==> config.mk <==
export PLATFORM = sky130hd
export DESIGN_NAME = puf_test_ctrl_flat
export DESIGN_NICKNAME = d
export VERILOG_FILES = /design/src/rtl/puf_test_ctrl_if.sv /design/src/rtl/puf_test_ctrl.sv /design/src/flat_wrapper.sv
export SDC_FILE = /design/constraint.sdc
export NUM_CORES = 1
export LEC_CHECK = 0
export CAP_MARGIN = 10
export CORE_AREA = 3 3 124 126
export CTS_CLUSTER_SIZE = 40
export DETAILED_ROUTE_END_ITERATION = 16
export DIE_AREA = 0 0 127 129
export HOLD_SLACK_MARGIN = 0.02
export PLACE_DENSITY_LB_ADDON = 0.08
export SLEW_MARGIN = 20
export SYNTH_ARGS = -nofsm -noshare
export SYNTH_HDL_FRONTEND = slang
export SYNTH_SLANG_ARGS = --single-unit
==> constraint.sdc <==
create_clock -name clk -period 5.3 [get_ports clk]
set_input_delay 0.795 -clock clk [delete_from_list [all_inputs] [get_ports clk]]
set_output_delay 0.795 -clock clk [all_outputs]
set_load 0.1 [all_outputs]
==> src/rtl/puf_test_ctrl_if.sv <==
// Bus bundle for puf_test_ctrl: host control/status, PUF response stream,
// test engine bit/result exchange and result memory write port.
//   slave  : the controller's view (drives test_bit*, mem_*, busy/done/error)
//   master : the surrounding system's view (drives control, responses, results)
interface puf_test_ctrl_if #(
  parameter int unsigned RESPONSE_WIDTH = 6,
  parameter int unsigned N_TESTS        = 8,
  parameter int unsigned COUNT_WIDTH    = 8,
  parameter int unsigned ADDR_WIDTH     = 13
);
  localparam int unsigned SEL_WIDTH = (RESPONSE_WIDTH > 1) ? $clog2(RESPONSE_WIDTH) : 1;

  logic                      start;
  logic                      abort;
  logic                      use_xor;
  logic [SEL_WIDTH-1:0]      bit_sel;
  logic [ADDR_WIDTH-1:0]     base_addr;
  logic                      resp_valid;
  logic [RESPONSE_WIDTH-1:0] raw_response;
  logic                      test_bit;
  logic                      test_bit_valid;
  logic [N_TESTS-1:0]        test_result;
  logic                      test_result_valid;
  logic                      mem_we;
  logic [ADDR_WIDTH-1:0]     mem_waddr;
  logic [COUNT_WIDTH-1:0]    mem_din;
  logic                      busy;
  logic                      done;
  logic                      error;

  modport slave (
    input  start, abort, use_xor, bit_sel, base_addr, resp_valid, raw_response,
           test_result, test_result_valid,
    output test_bit, test_bit_valid, mem_we, mem_waddr, mem_din, busy, done, error
  );

  modport master (
    output start, abort, use_xor, bit_sel, base_addr, resp_valid, raw_response,
           test_result, test_result_valid,
    input  test_bit, test_bit_valid, mem_we, mem_waddr, mem_din, busy, done, error
  );
endinterface

==> src/rtl/puf_test_ctrl.sv <==
// On-chip statistical test controller for the PUF core.
// Streams one selected response bit (or the XOR of the response) per valid
// PUF response to the randomness test engine, accumulates saturating per-test
// pass counts over N_ROUNDS rounds, then writes the counts and a summary word
// {error, rounds} to result memory starting at base_addr.
// Ports: clk, rst (async, active-high), bus (puf_test_ctrl_if.slave) carrying
// start/abort/use_xor/bit_sel/base_addr, resp_valid/raw_response,
// test_bit/test_bit_valid, test_result/test_result_valid,
// mem_we/mem_waddr/mem_din and busy/done/error.
module puf_test_ctrl #(
  parameter int unsigned RESPONSE_WIDTH = 6,
  parameter int unsigned N_TESTS        = 8,
  parameter int unsigned BITS_PER_ROUND = 20000,
  parameter int unsigned N_ROUNDS       = 255,
  parameter int unsigned COUNT_WIDTH    = 8,
  parameter int unsigned ADDR_WIDTH     = 13,
  parameter int unsigned RESULT_TIMEOUT = 1024
) (
  input logic              clk,
  input logic              rst,
  puf_test_ctrl_if.slave   bus
);
  localparam int unsigned SEL_WIDTH     = (RESPONSE_WIDTH > 1) ? $clog2(RESPONSE_WIDTH) : 1;
  localparam int unsigned BIT_CNT_WIDTH = $clog2(BITS_PER_ROUND + 1);
  localparam int unsigned TO_WIDTH      = $clog2(RESULT_TIMEOUT + 1);
  localparam int unsigned IDX_WIDTH     = $clog2(N_TESTS + 2);

  typedef enum logic [2:0] {
    S_IDLE, S_CLEAR, S_COLLECT, S_WAIT_RES, S_ACCUM, S_DUMP, S_DONE
  } state_t;

  state_t                   state;
  logic [BIT_CNT_WIDTH-1:0] bit_cnt;
  logic [TO_WIDTH-1:0]      to_cnt;
  logic [COUNT_WIDTH-1:0]   rounds;
  logic [N_TESTS-1:0]       res_q;
  logic [IDX_WIDTH-1:0]     dump_idx;
  logic [COUNT_WIDTH-1:0]   pass_cnt [N_TESTS];

  logic                     test_bit_q;
  logic                     test_bit_valid_q;
  logic                     mem_we_q;
  logic [ADDR_WIDTH-1:0]    mem_waddr_q;
  logic [COUNT_WIDTH-1:0]   mem_din_q;
  logic                     busy_q;
  logic                     done_q;
  logic                     error_q;

  logic                     sel_bit_c;
  logic [COUNT_WIDTH-1:0]   cnt_sat_c [N_TESTS];
  logic [COUNT_WIDTH-1:0]   dump_word_c;

  // Bit selection; out-of-range bit_sel falls back to bit 0.
  always_comb begin
    sel_bit_c = bus.raw_response[0];
    for (int i = 0; i < int'(RESPONSE_WIDTH); i++) begin
      if (bus.bit_sel == SEL_WIDTH'(i)) sel_bit_c = bus.raw_response[i];
    end
    if (bus.use_xor) sel_bit_c = ^bus.raw_response;
  end

  // Saturating increment of each pass counter by the latched round result.
  always_comb begin
    for (int i = 0; i < int'(N_TESTS); i++) begin
      cnt_sat_c[i] = (res_q[i] && (pass_cnt[i] != '1)) ?
                     pass_cnt[i] + COUNT_WIDTH'(1) : pass_cnt[i];
    end
  end

  // Word for the current dump slot: a counter, or the trailing summary word.
  always_comb begin
    dump_word_c = {error_q, rounds[COUNT_WIDTH-2:0]};
    for (int i = 0; i < int'(N_TESTS); i++) begin
      if (dump_idx == IDX_WIDTH'(i)) dump_word_c = pass_cnt[i];
    end
  end

  always_ff @(posedge clk or posedge rst) begin
    if (rst) begin
      state            <= S_IDLE;
      bit_cnt          <= '0;
      to_cnt           <= '0;
      rounds           <= '0;
      res_q            <= '0;
      dump_idx         <= '0;
      for (int i = 0; i < int'(N_TESTS); i++) pass_cnt[i] <= '0;
      test_bit_q       <= 1'b0;
      test_bit_valid_q <= 1'b0;
      mem_we_q         <= 1'b0;
      mem_waddr_q      <= '0;
      mem_din_q        <= '0;
      busy_q           <= 1'b0;
      done_q           <= 1'b0;
      error_q          <= 1'b0;
    end else begin
      test_bit_valid_q <= 1'b0;
      if (bus.abort) begin
        // Counters are kept; only status and the write strobe are dropped.
        state    <= S_IDLE;
        mem_we_q <= 1'b0;
        busy_q   <= 1'b0;
        done_q   <= 1'b0;
        error_q  <= 1'b0;
      end else begin
        case (state)
          S_IDLE: begin
            if (bus.start) begin
              state  <= S_CLEAR;
              busy_q <= 1'b1;
            end
          end
          S_CLEAR: begin
            for (int i = 0; i < int'(N_TESTS); i++) pass_cnt[i] <= '0;
            bit_cnt <= '0;
            rounds  <= '0;
            error_q <= 1'b0;
            state   <= S_COLLECT;
          end
          S_COLLECT: begin
            if (bus.resp_valid) begin
              test_bit_q       <= sel_bit_c;
              test_bit_valid_q <= 1'b1;
              bit_cnt          <= bit_cnt + BIT_CNT_WIDTH'(1);
              if (bit_cnt == BIT_CNT_WIDTH'(BITS_PER_ROUND - 1)) begin
                to_cnt <= '0;
                state  <= S_WAIT_RES;
              end
            end
          end
          S_WAIT_RES: begin
            if (bus.test_result_valid) begin
              res_q <= bus.test_result;
              state <= S_ACCUM;
            end else if (to_cnt == TO_WIDTH'(RESULT_TIMEOUT - 1)) begin
              res_q   <= '0;
              error_q <= 1'b1;
              state   <= S_ACCUM;
            end else begin
              to_cnt <= to_cnt + TO_WIDTH'(1);
            end
          end
          S_ACCUM: begin
            for (int i = 0; i < int'(N_TESTS); i++) pass_cnt[i] <= cnt_sat_c[i];
            rounds  <= rounds + COUNT_WIDTH'(1);
            bit_cnt <= '0;
            if (rounds == COUNT_WIDTH'(N_ROUNDS - 1)) begin
              // Issue the first write here so mem_we spans exactly the DUMP cycles.
              mem_we_q    <= 1'b1;
              mem_waddr_q <= bus.base_addr;
              mem_din_q   <= cnt_sat_c[0];
              dump_idx    <= IDX_WIDTH'(1);
              state       <= S_DUMP;
            end else begin
              state <= S_COLLECT;
            end
          end
          S_DUMP: begin
            if (dump_idx <= IDX_WIDTH'(N_TESTS)) begin
              mem_we_q    <= 1'b1;
              mem_waddr_q <= bus.base_addr + ADDR_WIDTH'(dump_idx);
              mem_din_q   <= dump_word_c;
              dump_idx    <= dump_idx + IDX_WIDTH'(1);
            end else begin
              mem_we_q <= 1'b0;
              busy_q   <= 1'b0;
              done_q   <= 1'b1;
              state    <= S_DONE;
            end
          end
          S_DONE: begin
            if (bus.start) begin
              state  <= S_CLEAR;
              busy_q <= 1'b1;
              done_q <= 1'b0;
            end
          end
          default: state <= S_IDLE;
        endcase
      end
    end
  end

  assign bus.test_bit       = test_bit_q;
  assign bus.test_bit_valid = test_bit_valid_q;
  assign bus.mem_we         = mem_we_q;
  assign bus.mem_waddr      = mem_waddr_q;
  assign bus.mem_din        = mem_din_q;
  assign bus.busy           = busy_q;
  assign bus.done           = done_q;
  assign bus.error          = error_q;
endmodule

==> src/flat_wrapper.sv <==
// flat-port wrapper written by rule: the top's interface ports become plain ports
module puf_test_ctrl_flat 
#(
  parameter int unsigned RESPONSE_WIDTH = 6,
  parameter int unsigned N_TESTS        = 8,
  parameter int unsigned BITS_PER_ROUND = 20000,
  parameter int unsigned N_ROUNDS       = 255,
  parameter int unsigned COUNT_WIDTH    = 8,
  parameter int unsigned ADDR_WIDTH     = 13,
  parameter int unsigned RESULT_TIMEOUT = 1024
)
  (clk, rst, bus_start, bus_abort, bus_use_xor, bus_bit_sel, bus_base_addr, bus_resp_valid, bus_raw_response, bus_test_result, bus_test_result_valid, bus_test_bit, bus_test_bit_valid, bus_mem_we, bus_mem_waddr, bus_mem_din, bus_busy, bus_done, bus_error);
  puf_test_ctrl_if #(.RESPONSE_WIDTH(RESPONSE_WIDTH), .N_TESTS(N_TESTS), .COUNT_WIDTH(COUNT_WIDTH), .ADDR_WIDTH(ADDR_WIDTH)) bus_i ();
  input logic clk;
  input logic rst;
  input wire logic [$bits(bus_i.start)-1:0] bus_start;
  input wire logic [$bits(bus_i.abort)-1:0] bus_abort;
  input wire logic [$bits(bus_i.use_xor)-1:0] bus_use_xor;
  input wire logic [$bits(bus_i.bit_sel)-1:0] bus_bit_sel;
  input wire logic [$bits(bus_i.base_addr)-1:0] bus_base_addr;
  input wire logic [$bits(bus_i.resp_valid)-1:0] bus_resp_valid;
  input wire logic [$bits(bus_i.raw_response)-1:0] bus_raw_response;
  input wire logic [$bits(bus_i.test_result)-1:0] bus_test_result;
  input wire logic [$bits(bus_i.test_result_valid)-1:0] bus_test_result_valid;
  output wire logic [$bits(bus_i.test_bit)-1:0] bus_test_bit;
  output wire logic [$bits(bus_i.test_bit_valid)-1:0] bus_test_bit_valid;
  output wire logic [$bits(bus_i.mem_we)-1:0] bus_mem_we;
  output wire logic [$bits(bus_i.mem_waddr)-1:0] bus_mem_waddr;
  output wire logic [$bits(bus_i.mem_din)-1:0] bus_mem_din;
  output wire logic [$bits(bus_i.busy)-1:0] bus_busy;
  output wire logic [$bits(bus_i.done)-1:0] bus_done;
  output wire logic [$bits(bus_i.error)-1:0] bus_error;
  assign bus_i.start = bus_start;
  assign bus_i.abort = bus_abort;
  assign bus_i.use_xor = bus_use_xor;
  assign bus_i.bit_sel = bus_bit_sel;
  assign bus_i.base_addr = bus_base_addr;
  assign bus_i.resp_valid = bus_resp_valid;
  assign bus_i.raw_response = bus_raw_response;
  assign bus_i.test_result = bus_test_result;
  assign bus_i.test_result_valid = bus_test_result_valid;
  assign bus_test_bit = bus_i.test_bit;
  assign bus_test_bit_valid = bus_i.test_bit_valid;
  assign bus_mem_we = bus_i.mem_we;
  assign bus_mem_waddr = bus_i.mem_waddr;
  assign bus_mem_din = bus_i.mem_din;
  assign bus_busy = bus_i.busy;
  assign bus_done = bus_i.done;
  assign bus_error = bus_i.error;
  puf_test_ctrl #(.RESPONSE_WIDTH(RESPONSE_WIDTH), .N_TESTS(N_TESTS), .BITS_PER_ROUND(BITS_PER_ROUND), .N_ROUNDS(N_ROUNDS), .COUNT_WIDTH(COUNT_WIDTH), .ADDR_WIDTH(ADDR_WIDTH), .RESULT_TIMEOUT(RESULT_TIMEOUT)) u_core (.clk(clk), .rst(rst), .bus(bus_i));
endmodule
== Word level (Yosys, flattened, before mapping) ==
Index checks and enable logic that the tools add are counted.
Widths: inputs -> output; s select.

* Add/sub/neg operators: 13
* Order comparisons: 1
* Equality and inequality tests: 51
* Mux-type cells: 70
* Bitwise logic cells: 1
* Reductions and logical operators: 40

{| class="wikitable"
|+ Operators by type and width
! kind !! count
|-
| $mux 8 || 20
|-
| $pmux 64 s2 || 1
|-
| $add 8x1->8 const B || 9
|-
| $ne 8x8->1 const B || 8
|-
| $mux 11 || 4
|-
| $reduce_and 3->1 || 13
|-
| $pmux 8 s2 || 2
|-
| $pmux 15 s2 || 1
|-
| $mux 13 || 2
|-
| $pmux 13 s2 || 1
|-
| $mux 3 || 8
|-
| $pmux 11 s2 || 1
|-
| $mux 1 || 21
|-
| $ne 2x1->1 const B || 10
|-
| $pmux 3 s6 || 1
|-
| $eq 4x3->1 const B || 4
|-
| $add 15x1->15 const B || 1
|-
| $eq 15x15->1 const B || 1
|-
| $eq 3x3->1 const B || 5
|-
| $mux 15 || 1
|-
| $add 13x4->13 || 1
|-
| $eq 3x2->1 const B || 4
|-
| $ne 3x3->1 const B || 4
|-
| $reduce_bool 3->1 || 4
|-
| 26 further kinds || 49
|}

* Flip-flop bits (word level): 140
* Input bits: 37
* Output and inout port bits: 27
* Logic and storage cells: 198

== Longest topological paths before layout ==
Gate-level depths: netlist of the first run.

* Depth after elaboration: 11
* Depth in mapped cells: 9
* Gate-level depth less buffers: 7

== Worst setup path before layout of the first run ==
Ideal clock, no wire load.

* Kind: in2reg
* Start point: in bus_base_addr[0]
* End point: reg u_core.mem_waddr_q[12], in the netlist u_core.bus.mem_waddr[12]
* Arrival: 2.184 ns
* Required time: 5.167 ns
* Path slack: 2.983 ns
* Stages: 7
* Cells stage by stage: ha_1 fa_1 a21o_1 a21oi_1 nand4b_1 xor2_1 o21ai_0

* Cells in the longest elaborated chain, start to end: 3

{| class="wikitable"
|+ Ends and longest elaborated chain
! element !! line !! text
|-
| from (decl) || flat_wrapper.sv:20 || <nowiki>input wire logic [$bits(bus_i.base_addr)-1:0] bus_base_addr;</nowiki>
|-
| $add 13x4->13 || puf_test_ctrl.sv:160 || <nowiki>mem_waddr_q <= bus.base_addr + ADDR_WIDTH'(dump_idx);</nowiki>
|-
| $mux 13 || puf_test_ctrl.sv:158 || <nowiki>if (dump_idx <= IDX_WIDTH'(N_TESTS)) begin</nowiki>
|-
| $pmux 13 s2 || puf_test_ctrl.sv:105 || <nowiki>case (state)</nowiki>
|-
| to (signal assigned) || puf_test_ctrl.sv:149 || <nowiki>mem_waddr_q <= bus.base_addr;</nowiki>
|-
| to (signal assigned) || puf_test_ctrl.sv:160 ||
|-
| to (decl) || puf_test_ctrl.sv:43 || <nowiki>logic [ADDR_WIDTH-1:0] mem_waddr_q;</nowiki>
|}

No other way between the ends. The select of a mux whose other input is x is not followed.
A chain may end at the register's enable or synchronous reset.

== Worst setup path in the final report of the first run ==
* Start point: in bus_abort
* End point: reg u_core.mem_waddr_q[3], in the netlist u_core.bus.mem_waddr[3]

* Cells in the longest elaborated chain, start to end: 2

{| class="wikitable"
|+ Ends and longest elaborated chain
! element !! line !! text
|-
| from (decl) || flat_wrapper.sv:17 || <nowiki>input wire logic [$bits(bus_i.abort)-1:0] bus_abort;</nowiki>
|-
| $not 1->1 (no line) || n/a ||
|-
| $reduce_and 4->1 (no line) || n/a ||
|}

No other way between the ends.

==> run_results.csv, run 1 <==
group,metric,value,unit
outcome,status,"complete, no violations",
synth,ys_warn_count,0,
floorplanning,die_area,0.0164,mm^2
clocking,cts_root_buffer,"clkbuf_16",
cells_and_area,area.growth.synth_to_final,16.1,%
power_and_ir_drop,switching_share,0.370,
detailed_routing,vias,7689,
sta,skew,0.00869,ns
floorplanning,start_util,0.594,
floorplanning,io_pins,64,
setup_path,critPathArrivalTime,3.36,ns
synth,synth_top_area_frac,0.409,
sta,max_slew_margin,0.335,
synth,synth_nets,1047,
place,dp_slack,1.76,ns
hold_path,hp-class,"flop to flop",
global_route,grt_pass1_wl,36700,um
detailed_routing,wirelength,22300,um
power_and_ir_drop,p_switching,1.33,mW
floorplanning,core_area,0.0144,mm^2
clocking,cts_resized,0,
synth,synth_cell_type_count,71,
sta,fin_setup_tns,0,ns
synth,avgSynthCellArea,8.67,um^2
sta,setup_viol_count_final,0,
job,maxCapViolCount,0,
synth,ys_seq_elements,140,
setup_path,worstPathCellList,"clkdlybuf4s50_1 -> or4b_4 -> nor3_2 -> nor2_1 -> buf_4 -> a211oi_1 -> nor2_1",
global_route,antenna_found_initial,0,
setup_path,crit_start,"bus_abort",
cells_and_area,multi_input_area,0.00474,mm^2
cells_and_area,num_antenna_cells,0,
clocking,cts_tree,"built",
cells_and_area,final_cells,1226,
cells_and_area,ff_latch_area,0.00350,mm^2
place,hpwl,15800,um
sta,period_minus_slack,3.06,ns
power_and_ir_drop,clkPwrFrac,0.344,
detailed_routing,vias_per_cell,6.27,
setup_path,worstSetupStartpointType,"primary input",
clocking,htreeDepth,4,
clocking,cts_setup_buffers,0,
clocking,cts_buffers,17,
sta,timing.fmax,0.327,GHz
setup_path,r2r_start,"u_core.dump_idx[1]$_DFFE_PP0P_",
place,placed_cells,1194,
global_route,grt_overflow,0,
setup_path,setup.worst_path.class,"primary input to flop",
sta,layout_setup_ws,2.24,ns
power_and_ir_drop,seqPwrFrac,0.369,
sta,drv_slew,0,
hold_path,hold_start,"u_core.bus.mem_waddr[9]$_DFFE_PP0P_",
synth,synthCells,988,
setup_path,crit_required,5.61,ns
clocking,cts_hold_buf,0,
detailed_routing,postRouteAntennaNets,0,
floorplanning,die_w,127,um
power_and_ir_drop,p_comb_frac,0.287,
setup_path,crit_top_cell,"nor2_1",
detailed_routing,drt_pass1_iterations,5,
setup_path,worstPathMaxFanout,23,
clocking,cts_buffer_depth,2,
synth,ys_seq_area_frac,0.409,
setup_path,end_kind,"flop",
cells_and_area,drive_gt1_frac,0.0710,
synth,synth-main-ff-cell,"dfrtp_1",
sta,hold_violations,0,
detailed_routing,drc,0,
synth,ys_async_sr_fraction,1.00,
floorplanning,num_rows,44,
global_route,grt_pass1_vias,7231,
power_and_ir_drop,leakage,4.10,nW
global_route,grt_start_max_net_pins,61,
synth,synth_area_leaders,"dfrtp_1, nor2_1, o21ai_0",
sta,rsz0062_at_grt,"false",
place,portBuffers,63,
sta,worstMarginPinSlew,0.994,ns
power_and_ir_drop,ir_worst_vdd,0.252,mV
place,gp_congestion,0.959,
sta,period_share,0.576,
power_and_ir_drop,p_per_area,362,mW/mm^2
clocking,clk_latency,0.43,ns
synth,synthesis.area,0.00856,mm^2
setup_path,cp_slowest_cell,"clkdlybuf4s50_1",
synth,yosysTopAreaCell,"dfrtp_1",
global_route,track_usage,0.281,
detailed_routing,wl_per_cell,18.2,um
synth,synth_edf_count,0,
clocking,clkTransAtPathRegs,0.06,ns
cells_and_area,nNetsFinal,1088,
clocking,cts_num_sinks,140,
detailed_routing,drt_iter0_markers,669,
floorplanning,die_h,129,um
cells_and_area,n_fill_cell,1188,
setup_path,max_stage_delay,0.81,ns
power_and_ir_drop,p_int,2.27,mW
cells_and_area,fin_util,0.689,
layout make-up:
cell class | count | area share
Multi-Input combinational cell | 762 | 0.477
Sequential cell | 140 | 0.352
Timing Repair Buffer | 76 | 0.0732
Clock buffer | 19 | 0.0456
Tap cell | 184 | 0.0232
Clock inverter | 13 | 0.0166
Inverter | 32 | 0.0126
state kept, by name (all words and copies together) (netlist names), 3 cells and up:
| register | flops |
|---|---|
| u_core.rounds | 8 |
| u_core.bus.mem_waddr | 13 |
| u_core.res_q | 8 |
| u_core.dump_idx | 4 |
| u_core.bus.mem_din | 8 |
| u_core.pass_cnt | 64 |
| u_core.state | 3 |
| u_core.bit_cnt | 15 |
| u_core.to_cnt | 11 |
worst max-delay path, delay by kind of cell:
| kind | cells | cell delay, ns |
|---|---|---|
| simple gates | 4 | 1.34 |
| compound gates | 1 | 0.19 |
| buf+inv | 2 | 1.03 |
stage by stage:
step           hold slack [ns]  instance area [um^2]  power [mW]
5_1_grt                  0.513                  9940        3.77
3_3_place_gp             0.461                  9310        2.36
4_1_cts                  0.484                  9940        3.61
2_1_floorplan            0.443                  8560        2.08
6_report                 0.475                  9940        3.60
3_5_place_dp             0.471                  9320        2.37
path summary, 6_finish.rpt:
path | end | slack [ns] | depth (start not counted)
worst min register to register | u_core.bus.mem_waddr[9]$_DFFE_PP0P_ | 0.47 | 2
worst max register to register | u_core.bus.mem_waddr[3]$_DFFE_PP0P_ | 2.58 | 9
max in group asynchronous | u_core.pass_cnt[51]$_DFFE_PP0P_ | 3.51 | 3
worst max-delay path | u_core.bus.mem_waddr[3]$_DFFE_PP0P_ | 2.24 | 7
min in group asynchronous | u_core.res_q[5]$_DFFE_PP0P_ | 0.79 | 2
worst min-delay path | u_core.bus.mem_waddr[9]$_DFFE_PP0P_ | 0.47 | 2
power by group through the flow:
stage / clock [mW] / sequential (mW) / combinational [mW]
after CTS: 1.25 / 1.33 / 1.03
after floorplan: 0 / 1.55 / 0.534
after global routing: 1.30 / 1.35 / 1.12
after detailed placement: 0 / 1.34 / 1.03
final: 1.24 / 1.33 / 1.04
after global placement: 0 / 1.34 / 1.02
per-layer routing:
layer / track usage / part of all wire
met5: 0 / 0
met4: 0.112 / 0.031
met3: 0.0569 / 0.079
met2: 0.427 / 0.45
met1: 0.397 / 0.44
kinds of logic after synthesis:
kind of cell | after synthesis | share of synthesized area
xor gates and xnor gates | 69 | 0.0715
AOI/OAI and AO/OA | 235 | 0.179
and+or+nand+nor | 425 | 0.252
adders and majority gates | 22 | 0.0330
DFF | 140 | 0.409
muxes | 11 | 0.0148
buffers and inverters | 86 | 0.0406
Yosys cell counts, drive strengths merged (3+ instances only):
cell,number
mux2,3
and2,12
dfrtp,140
or2,6
nor3,18
a2111oi,9
nor2b,15
a21oi,41
nand3,55
and4,9
clkbuf,40
o41ai,3
o22ai,9
inv,31
nor4,9
buf,14
a32oi,3
a21o,5
o221ai,8
a221oi,5
o31ai,13
or4,4
a31oi,13
o21a,6
ha,21
xor2,25
nor2,109
and3,16
xnor2,44
o211ai,6
nand2b,11
nand4b,3
o21ai,78
nand2,99
a221o,4
a211oi,13
and3b,5
or3,7
nand4,35
mux2i,7
nand3b,5
cells in the final DEF, fill, tap and decap left out, types with 5 or more instances in the layout:
cell type	n
o22ai_1	9
or3_1	6
o31ai_1	13
nand2b_1	11
mux2i_1	7
nor2_1	109
xnor2_1	43
nand4_1	35
a21oi_1	41
a21o_1	5
a31oi_1	13
a2111oi_0	5
clkbuf_16	17
nand3_1	55
or2_2	6
a211oi_1	13
nor3_1	13
nand3b_1	5
dfrtp_1	140
o211ai_1	6
o221ai_1	8
buf_4	13
and2_1	12
o21a_1	6
o21ai_0	78
nor4_1	6
inv_1	30
xor2_1	25
and3b_1	5
a221oi_1	5
and3_1	16
and4_1	9
nor2b_1	15
clkdlybuf4s50_1	63
nand2_1	99
ha_1	21
Note: power is estimated with default switching activity, not from simulation.
==> inputs of run 2 (changes only) <==
==> constraint.sdc (replaced) <==
create_clock -name clk -period 3.1 [get_ports clk]
set_input_delay 0.465 -clock clk [delete_from_list [all_inputs] [get_ports clk]]
set_output_delay 0.465 -clock clk [all_outputs]
set_load 0.1 [all_outputs]
==> run 2 against run 1 <==
Worst hold slack better by 0.0045 ns. Largest power group unchanged. Combinational power rose by 73%. Design area rose by 0.82%. Via count rose by 1.1%. Non-clock buffer count increased by 10. Routed wire length is 0.93% higher. Clock skew hardly changed. Cell count rose by 0.73%.
==> run_results.csv, run 2 (synthesized netlist as in run 1, its figures left out) <==
group,metric,value,unit
clocking,cts_buffers,17,
detailed_routing,wirelength,22500,um
global_route,grt_start_max_net_pins,45,
power_and_ir_drop,ir_worst_vdd,0.533,mV
setup_path,crit_required,3.41,ns
clocking,cts_buffer_depth,2,
clocking,cts_hold_buf,0,
setup_path,worstPathMaxFanout,23,
setup_path,cp_slowest_cell,"dfrtp_1",
sta,worstMarginPinSlew,0.875,ns
global_route,grt_pass1_vias,6947,
clocking,cts_num_sinks,140,
power_and_ir_drop,power.total,6.34,mW
detailed_routing,drc,0,
sta,setup_viol_count_final,0,
clocking,htreeDepth,4,
cells_and_area,layout_common_cells,"dfrtp_1, nor2_1, nand2_1",
detailed_routing,wl_per_cell,18.3,um
setup_path,end_kind,"flop",
detailed_routing,drt_pass1_iterations,9,
cells_and_area,drive_gt1_frac,0.103,
floorplanning,num_rows,44,
place,hpwl,15900,um
setup_path,worstPathCellList,"inv_1 -> ha_1 -> nand2b_1 -> a2111oi_2 -> buf_4 -> nor2_1 -> buf_4 -> a211oi_1 -> nor2_1",
cells_and_area,final_cells,1235,
cells_and_area,largest_reg_flops,64,
sta,period_minus_slack,2.59,ns
sta,max_slew_margin,0.412,
cells_and_area,area.growth.synth_to_final,17.1,%
cells_and_area,regMostFlops,"u_core.pass_cnt",
clocking,clkTransAtPathRegs,0.06,ns
sta,rsz0062_at_grt,"false",
floorplanning,die_h,129,um
floorplanning,die_w,127,um
setup_path,worstSetupStartpointType,"flop",
cells_and_area,nNetsFinal,1098,
floorplanning,core_area,0.0144,mm^2
global_route,grt_pass1_wl,35900,um
place,portBuffers,63,
detailed_routing,vias_per_cell,6.29,
sta,fin_setup_tns,0,ns
cells_and_area,num_antenna_cells,0,
clocking,cts_root_buffer,"clkbuf_16",
cells_and_area,layout_commonest_cell,"dfrtp_1",
floorplanning,io_pins,64,
setup_path,setup.worst_path.class,"flop to flop",
clocking,clk_latency,0.43,ns
sta,period_share,0.837,
global_route,antenna_found_initial,0,
setup_path,max_stage_delay,0.46,ns
power_and_ir_drop,p_per_area,633,mW/mm^2
global_route,grt_overflow,0,
place,placed_area,0.00937,mm^2
job,maxCapViolCount,0,
place,gp_congestion,0.958,
hold_path,hp-class,"flop to flop",
sta,drv_slew,0,
cells_and_area,post-route-cell-area,0.0100,mm^2
floorplanning,start_util,0.594,
detailed_routing,postRouteAntennaNets,0,
sta,hold_violations,0,
outcome,status,"complete, no violations",
detailed_routing,vias,7770,
clocking,cts_resized,0,
cells_and_area,fin_util,0.695,
power_and_ir_drop,leakage,4.23,nW
detailed_routing,drt_iter0_markers,670,
setup_path,critPathArrivalTime,2.91,ns
sta,skew,0.00838,ns
floorplanning,die_area,0.0164,mm^2
clocking,cts_tree,"built",
global_route,track_usage,0.276,
place,placed_cells,1204,
sta,timing.fmax,0.385,GHz
clocking,cts_setup_buffers,0,
run 2: changes by cell type in the layout (fill, tap and decap cells not counted), sizes merged:
cell           delta
clkdlybuf4s50    -27
bufinv            +2
clkinvlp          -1
buf              +37
clkinv            -2
clkbuf            +1
inv               -1
run 2: worst paths after layout:
| path | from | end | slack [ns] | cells past startpoint |
|---|---|---|---|---|
| max in group asynchronous | rst | u_core.pass_cnt[38]$_DFFE_PP0P_ | 1.94 | 3 |
| min | u_core.bit_cnt[14]$_DFFE_PP0P_ | u_core.bit_cnt[14]$_DFFE_PP0P_ | 0.48 | 1 |
| min in group asynchronous | rst | u_core.res_q[5]$_DFFE_PP0P_ | 0.52 | 2 |
| max | u_core.dump_idx[1]$_DFFE_PP0P_ | u_core.bus.mem_waddr[3]$_DFFE_PP0P_ | 0.51 | 9 |
| min reg2reg | u_core.bit_cnt[14]$_DFFE_PP0P_ | u_core.bit_cnt[14]$_DFFE_PP0P_ | 0.48 | 1 |
| max reg2reg | u_core.dump_idx[1]$_DFFE_PP0P_ | u_core.bus.mem_waddr[3]$_DFFE_PP0P_ | 0.51 | 9 |
run 2: where the power goes:
group	switching [mW]	internal, mW	total [mW]
logic	1.23	0.564	1.80
clock network	0.783	1.48	2.27
registers	0.253	2.02	2.28
run 2: layout make-up:
| class | count | area [um^2] |
|---|---|---|
| flip-flops and latches | 140 | 3500 |
| multi-input cells | 762 | 4730 |
| inverters | 32 | 124 |
| clock buffers | 20 | 467 |
| repair buffers | 86 | 786 |
| clock inverters | 11 | 189 |
| fillers | 1163 | 4400 |
| well taps | 184 | 230 |
run 2: routing by layer:
layer  GRT usage  part of all wire
met5           0                 0
met4       0.110             0.026
met3      0.0544             0.078
met2       0.411              0.45
met1       0.398              0.45
run 2: critical path, delay by kind of cell (launching register included):
| family | cells | cell delay [ns] |
|---|---|---|
| buffers and inverters | 3 | 0.67 |
| AO/OA/AOI/OAI | 2 | 0.63 |
| adder cells (fa/ha/maj) | 1 | 0.41 |
| flip-flops | 1 | 0.46 |
| AND/OR/NAND/NOR | 3 | 0.30 |
run 2: metrics by stage:
step | worst slack (ns) | hold WS, ns
global placement | 0.500 | 0.464
CTS | 0.527 | 0.481
floorplan | 0.886 | 0.443
finish | 0.505 | 0.479
global route | 0.264 | 0.509
detailed placement | 0.505 | 0.471
